<file path="config.mk">
export PLATFORM = sky130hd
export DESIGN_NAME = sap1_controlador
export DESIGN_NICKNAME = d
export VERILOG_FILES = /design/src/rtl/sap1_controlador_pkg.sv /design/src/rtl/sap1_controlador_anel_t.sv /design/src/rtl/sap1_controlador.sv
export SDC_FILE = /design/constraint.sdc
export NUM_CORES = 1
export LEC_CHECK = 0
export CORE_MARGIN = 5
export CORE_UTILIZATION = 25
export CTS_CLUSTER_DIAMETER = 120
export DETAILED_ROUTE_END_ITERATION = 6
export PLACE_DENSITY_LB_ADDON = 0.3
export SETUP_SLACK_MARGIN = 0.2
export SYNTH_ARGS = -nofsm -noshare
export SYNTH_HDL_FRONTEND = slang
export SYNTH_SLANG_ARGS = --single-unit
</file>
<file path="constraint.sdc">
create_clock -name clk -period 1.5 [get_ports clk]
set_input_delay 0.225 -clock clk [delete_from_list [all_inputs] [get_ports clk]]
set_output_delay 0.225 -clock clk [all_outputs]
set_load 0.05 [all_outputs]
</file>
<file path="src/rtl/sap1_controlador_pkg.sv">
// -----------------------------------------------------------------------------
// sap1_controlador_pkg
// Shared definitions for the SAP-1 controller-sequencer: opcode constants,
// one-hot T-state constants, the control-word struct and an opcode helper.
// No ports (package).
// -----------------------------------------------------------------------------
package sap1_controlador_pkg;

    localparam int unsigned T_W = 6;

    localparam logic [3:0] OP_LDA = 4'h0;
    localparam logic [3:0] OP_ADD = 4'h1;
    localparam logic [3:0] OP_SUB = 4'h2;
    localparam logic [3:0] OP_OUT = 4'hE;
    localparam logic [3:0] OP_HLT = 4'hF;

    localparam logic [T_W-1:0] T1 = 6'b000001;
    localparam logic [T_W-1:0] T2 = 6'b000010;
    localparam logic [T_W-1:0] T3 = 6'b000100;
    localparam logic [T_W-1:0] T4 = 6'b001000;
    localparam logic [T_W-1:0] T5 = 6'b010000;
    localparam logic [T_W-1:0] T6 = 6'b100000;

    typedef struct packed {
        logic cp;
        logic ep;
        logic lm;
        logic ce;
        logic li;
        logic ei;
        logic la;
        logic ea;
        logic su;
        logic eu;
        logic lb;
        logic lo;
    } ctrl_t;

    function automatic logic op_is_defined(input logic [3:0] op);
        return (op == OP_LDA) || (op == OP_ADD) || (op == OP_SUB) ||
               (op == OP_OUT) || (op == OP_HLT);
    endfunction

endpackage

</file>
<file path="src/rtl/sap1_controlador_anel_t.sv">
// -----------------------------------------------------------------------------
// sap1_anel_t
// Six-bit one-hot ring counter (T1..T6) with an advance enable.
// Ports:
//   clk     - clock, ring moves on rising edge when adv_i = 1
//   rst_n   - asynchronous active-low reset, ring returns to T1
//   adv_i   - advance enable (gated by halt / single-step in the parent)
//   ring_o  - one-hot state, bit0 = T1
// -----------------------------------------------------------------------------
module sap1_anel_t
    import sap1_controlador_pkg::*;
(
    input  logic           clk,
    input  logic           rst_n,
    input  logic           adv_i,
    output logic [T_W-1:0] ring_o
);

    logic [T_W-1:0] ring_q;
    logic [T_W-1:0] ring_d;

    always_comb begin
        ring_d = ring_q;
        if (adv_i) begin
            ring_d = {ring_q[T_W-2:0], ring_q[T_W-1]};
        end
    end

    always_ff @(posedge clk or negedge rst_n) begin
        if (!rst_n) begin
            ring_q <= T1;
        end else begin
            ring_q <= ring_d;
        end
    end

    assign ring_o = ring_q;

endmodule

</file>
<file path="src/rtl/sap1_controlador.sv">
// -----------------------------------------------------------------------------
// sap1_controlador
// Controller-sequencer for the SAP-1 datapath. Runs the T1..T6 ring, decodes
// the IR opcode and drives all datapath control lines combinationally from
// (t_state, opcode, halted). HLT freezes the ring at T4 until reset.
// Parameter:
//   HALT_ON_UNDEF - 1: undefined opcodes halt at T4; 0: they are NOPs.
// Optional build macro:
//   SAP1_SINGLE_STEP_EN - adds step_mode/step inputs; in step mode the ring
//                         advances once per synchronised rising edge of step.
// Ports:
//   clk, rst_n           - clock, asynchronous active-low reset
//   opcode               - IR[7:4], valid from T4
//   step_mode, step      - (SAP1_SINGLE_STEP_EN only) single-step control
//   cp ep lm ce li ei    - PC inc, PC->bus, MAR load, RAM->bus, IR load,
//                          IR low nibble->bus
//   la ea su eu lb lo    - A load, A->bus, subtract, ALU->bus, B load,
//                          output register load
//   t_state              - one-hot ring, bit0 = T1
//   halted               - high while stopped by HLT
// -----------------------------------------------------------------------------
module sap1_controlador
    import sap1_controlador_pkg::*;
#(
    parameter bit HALT_ON_UNDEF = 1'b0
) (
    input  logic           clk,
    input  logic           rst_n,
    input  logic [3:0]     opcode,
`ifdef SAP1_SINGLE_STEP_EN
    input  logic           step_mode,
    input  logic           step,
`endif
    output logic           cp,
    output logic           ep,
    output logic           lm,
    output logic           ce,
    output logic           li,
    output logic           ei,
    output logic           la,
    output logic           ea,
    output logic           su,
    output logic           eu,
    output logic           lb,
    output logic           lo,
    output logic [T_W-1:0] t_state,
    output logic           halted
);

    logic  halted_q;
    logic  halted_d;
    logic  run_en;     // this cycle executes the current T-state
    logic  halt_op;
    logic  at_halt;    // sitting in T4 of a halting instruction
    logic  adv;
    ctrl_t ctrl;

`ifdef SAP1_SINGLE_STEP_EN
    logic step_s1_q;
    logic step_s2_q;
    logic step_s3_q;

    // Two flops for synchronisation, a third to detect the rising edge.
    always_ff @(posedge clk or negedge rst_n) begin
        if (!rst_n) begin
            step_s1_q <= 1'b0;
            step_s2_q <= 1'b0;
            step_s3_q <= 1'b0;
        end else begin
            step_s1_q <= step;
            step_s2_q <= step_s1_q;
            step_s3_q <= step_s2_q;
        end
    end

    assign run_en = !step_mode || (step_s2_q && !step_s3_q);
`else
    assign run_en = 1'b1;
`endif

    assign halt_op  = (opcode == OP_HLT) || (HALT_ON_UNDEF && !op_is_defined(opcode));
    assign at_halt  = (t_state == T4) && halt_op;
    // The ring never leaves T4 of a halting instruction.
    assign adv      = run_en && !halted_q && !at_halt;
    assign halted_d = halted_q || (run_en && at_halt);

    always_ff @(posedge clk or negedge rst_n) begin
        if (!rst_n) begin
            halted_q <= 1'b0;
        end else begin
            halted_q <= halted_d;
        end
    end

    sap1_anel_t u_anel (
        .clk    (clk),
        .rst_n  (rst_n),
        .adv_i  (adv),
        .ring_o (t_state)
    );

    // su is only ever raised together with eu (SUB T6).
    always_comb begin
        ctrl = '0;
        if (run_en && !halted_q) begin
            case (t_state)
                T1: begin ctrl.ep = 1'b1; ctrl.lm = 1'b1; end
                T2: begin ctrl.cp = 1'b1; end
                T3: begin ctrl.ce = 1'b1; ctrl.li = 1'b1; end
                T4: begin
                    case (opcode)
                        OP_LDA, OP_ADD, OP_SUB: begin ctrl.ei = 1'b1; ctrl.lm = 1'b1; end
                        OP_OUT:                 begin ctrl.ea = 1'b1; ctrl.lo = 1'b1; end
                        default:                ;
                    endcase
                end
                T5: begin
                    case (opcode)
                        OP_LDA:         begin ctrl.ce = 1'b1; ctrl.la = 1'b1; end
                        OP_ADD, OP_SUB: begin ctrl.ce = 1'b1; ctrl.lb = 1'b1; end
                        default:        ;
                    endcase
                end
                T6: begin
                    case (opcode)
                        OP_ADD:  begin ctrl.eu = 1'b1; ctrl.la = 1'b1; end
                        OP_SUB:  begin ctrl.eu = 1'b1; ctrl.la = 1'b1; ctrl.su = 1'b1; end
                        default: ;
                    endcase
                end
                default: ;
            endcase
        end
    end

    assign cp     = ctrl.cp;
    assign ep     = ctrl.ep;
    assign lm     = ctrl.lm;
    assign ce     = ctrl.ce;
    assign li     = ctrl.li;
    assign ei     = ctrl.ei;
    assign la     = ctrl.la;
    assign ea     = ctrl.ea;
    assign su     = ctrl.su;
    assign eu     = ctrl.eu;
    assign lb     = ctrl.lb;
    assign lo     = ctrl.lo;
    assign halted = halted_q;

endmodule

</file>
==> flow_summary.toml <==
[outcome]
status = "finished with violations"
violations = "negative setup slack"

[floorplan]
rows = 15
ioPinCount = 25
core_um2 = 1760
die_h_um = 53.7
dieArea_um2 = 2880
initial_core_util = 0.270
fp.dieW_um = 53.7

[sta]
slew_viol_final = 0
rsz0062_at_grt = "true"
slew_headroom = 0.786
setup_viol = 14
hold_viol = 0
max_clock_freq_mhz = 541
worst_slew_pin_slew_ps = 320
hold_ws_ps = 239
skew_ps = 0.562
layout_setup_ws_ps = -349
period_share = 1.23
min_period_ps = 1850

[clock_tree]
cts_inserted_buffers = 3
htree_levels = 1
cts_tree = "built"
clk_latency_ps = 240
clk_pin_slew_worst_paths_ps = 50
cts.sink_count = 7
clock-root-buffer = "clkbuf_4"
clock_path_buffers = 2

[setup_path]
crit_path_max_incr_delay_ps = 440
path_common_cell = "buf_12"
crit_cells = 6
cp_max_fo = 4
cp-end-kind = "primary output"
crit_type = "register to primary output"
slowest_stage = "dfrtp_2"
rr_worst_depth = 4
crit_buf_inv = 3
critPathLaunchType = "register"
worst-endpoint-arrival_ps = 1620
crit_path_cell_trace = "nor2_1 -> buf_4 -> nand3_4 -> buf_12 -> nor3_4 -> buf_12"
critPathTopFamily = "buffers and inverters"
cp.required_ps = 1270

[final_layout]
multi_input_area_um2 = 450
mostFrequentLayoutCells = "buf_12, buf_4, buf_6"
final_cell_area_um2 = 1320
area_growth_pct = 177
fillCellCount = 122
antenna_cells = 0
final-seq-area_um2 = 188
finalNonFillerCells = 119
drive_gt1_frac = 0.809
final_net_count = 101
final_common_cell = "buf_12"

[routing]
vias = 561
antenna_left = 0
wire_per_inst_um = 16.5
viasPerCell = 4.71
drc_errors = 0
routed_wl_um = 1960
drt_iter0_markers = 3
firstDrtPassIters = 3

[global_routing]
overflow = 0
grt_pass1_vias = 592
grt_pass1_wl_um = 2950
grt_max_degree = 8
antenna_found_initial = 0
grtUsageTotal = 0.145

[pwr]
powerDensity_nw_per_um2 = 315
switchingPower_mw = 0.0975
switching_share = 0.235
p_comb_frac = 0.138
pwr-share-seq = 0.455
p_int_mw = 0.317
total_power_mw = 0.415
clkPwrFrac = 0.406
static-leakage-power_nw = 0.547
vdd_drop_max_mv = 0.411

[placement]
gp_congestion = 0.759
io_buffer_count = 24
detailed_place.area_um2 = 1140
dp.cells = 108
dpl.hpwl_um = 1270
dp_slack_ps = -247

[synthesis]
synth_adder_area_share = 0
ys_warn_count = 0
synth_xor_area_frac = 0.0184
synth_nets = 55
yosysUniqueCellTypes = 24
synth.area.mux_share = 0.118
avgSynthCellArea_um2 = 9.73
yosysSeqAreaShare = 0.370
netlist_area_um2 = 477
syn_inst = 49
synth_top_family_by_area = "simple AND/OR/NAND/NOR gates"
synth_compound_area_frac = 0.0945
yosys.area_share.simple = 0.357
synth-seq-cells = 7

[flow_run]
cap_violations = 0

[worst_hold_path]
hold_path.class = "primary input to async pin"
-- area by class of cell --
type                    count  share of cell area
clock buffers               4              0.0199
inverters                   2             0.00569
multi-input cells          38               0.342
flip-flops and latches      7               0.142
well taps                  25              0.0237
repair buffers             43               0.467
-- per-layer routing --
layer | track usage | part of all wire
met1 | 0.169 | 0.38
met2 | 0.254 | 0.58
met3 | 0.0249 | 0.032
met4 | 0.0723 | 0.011
met5 | 0 | 0
-- worst paths after layout --
path,start,endpoint,slack [ps]
worst max-delay path,u_anel.ring_o[2],eu,-350
worst min-delay path,rst_n,u_anel.ring_o[4],240
worst max register to register,u_anel.ring_o[2],u_anel.ring_o[4],-40
worst min register to register,u_anel.ring_o[3],u_anel.ring_o[3],710
max in group asynchronous,rst_n,u_anel.ring_o[0],980
min in group clk,opcode[0],halted,660
-- flip-flops by register name, summed over array words and instances, names as in the netlist --
name	flops
halted	1
u_anel.ring_o	6
-- logic make-up after synthesis --
kind of cell,after synthesis
flops,7
simple gates,27
buf+inv,4
mux,5
xor+xnor,1
compound gates,5
-- metrics by stage --
step	utilization	TNS (ps)
finish	0.748	-3560
CTS	0.712	-2900
floorplan	-	-2820
global placement	0.645	-1830
global route	0.748	-4960
detailed placement	0.645	-2010
-- synthesized netlist by cell type (all sizes together) --
library cell,instances,area share
o21bai,1,0.016
o21ai,1,0.010
inv,2,0.016
buf,2,0.026
xnor2,1,0.018
nor4b,1,0.050
mux2,5,0.12
and4b,1,0.024
dfrtp,6,0.31
nand2,3,0.024
nand3,2,0.021
nor2,3,0.024
nor2b,1,0.013
nor3b,1,0.016
o22ai,1,0.013
nand2b,4,0.052
and4,1,0.021
or2,1,0.013
and2,2,0.026
a41o,1,0.021
nor3,7,0.073
dfstp,1,0.055
a41oi,1,0.034
-- power by group through the flow --
stage                     Clock (mW)  Sequential, mW  Combinational [mW]
final                          0.169           0.189              0.0573
after global routing           0.194           0.189              0.0613
after detailed placement           0           0.192              0.0493
after floorplan                    0           0.192              0.0224
after global placement             0           0.192              0.0478
after CTS                      0.179           0.189              0.0477
-- timing repair --
item	4_1_cts	5_1_grt
gates resized for setup	17	7
hold buffers	0	0
setup buffers	5	2
pin swaps	6	2
endpoints found under the setup margin	15	18
Note: power is estimated with default switching activity, not from simulation.
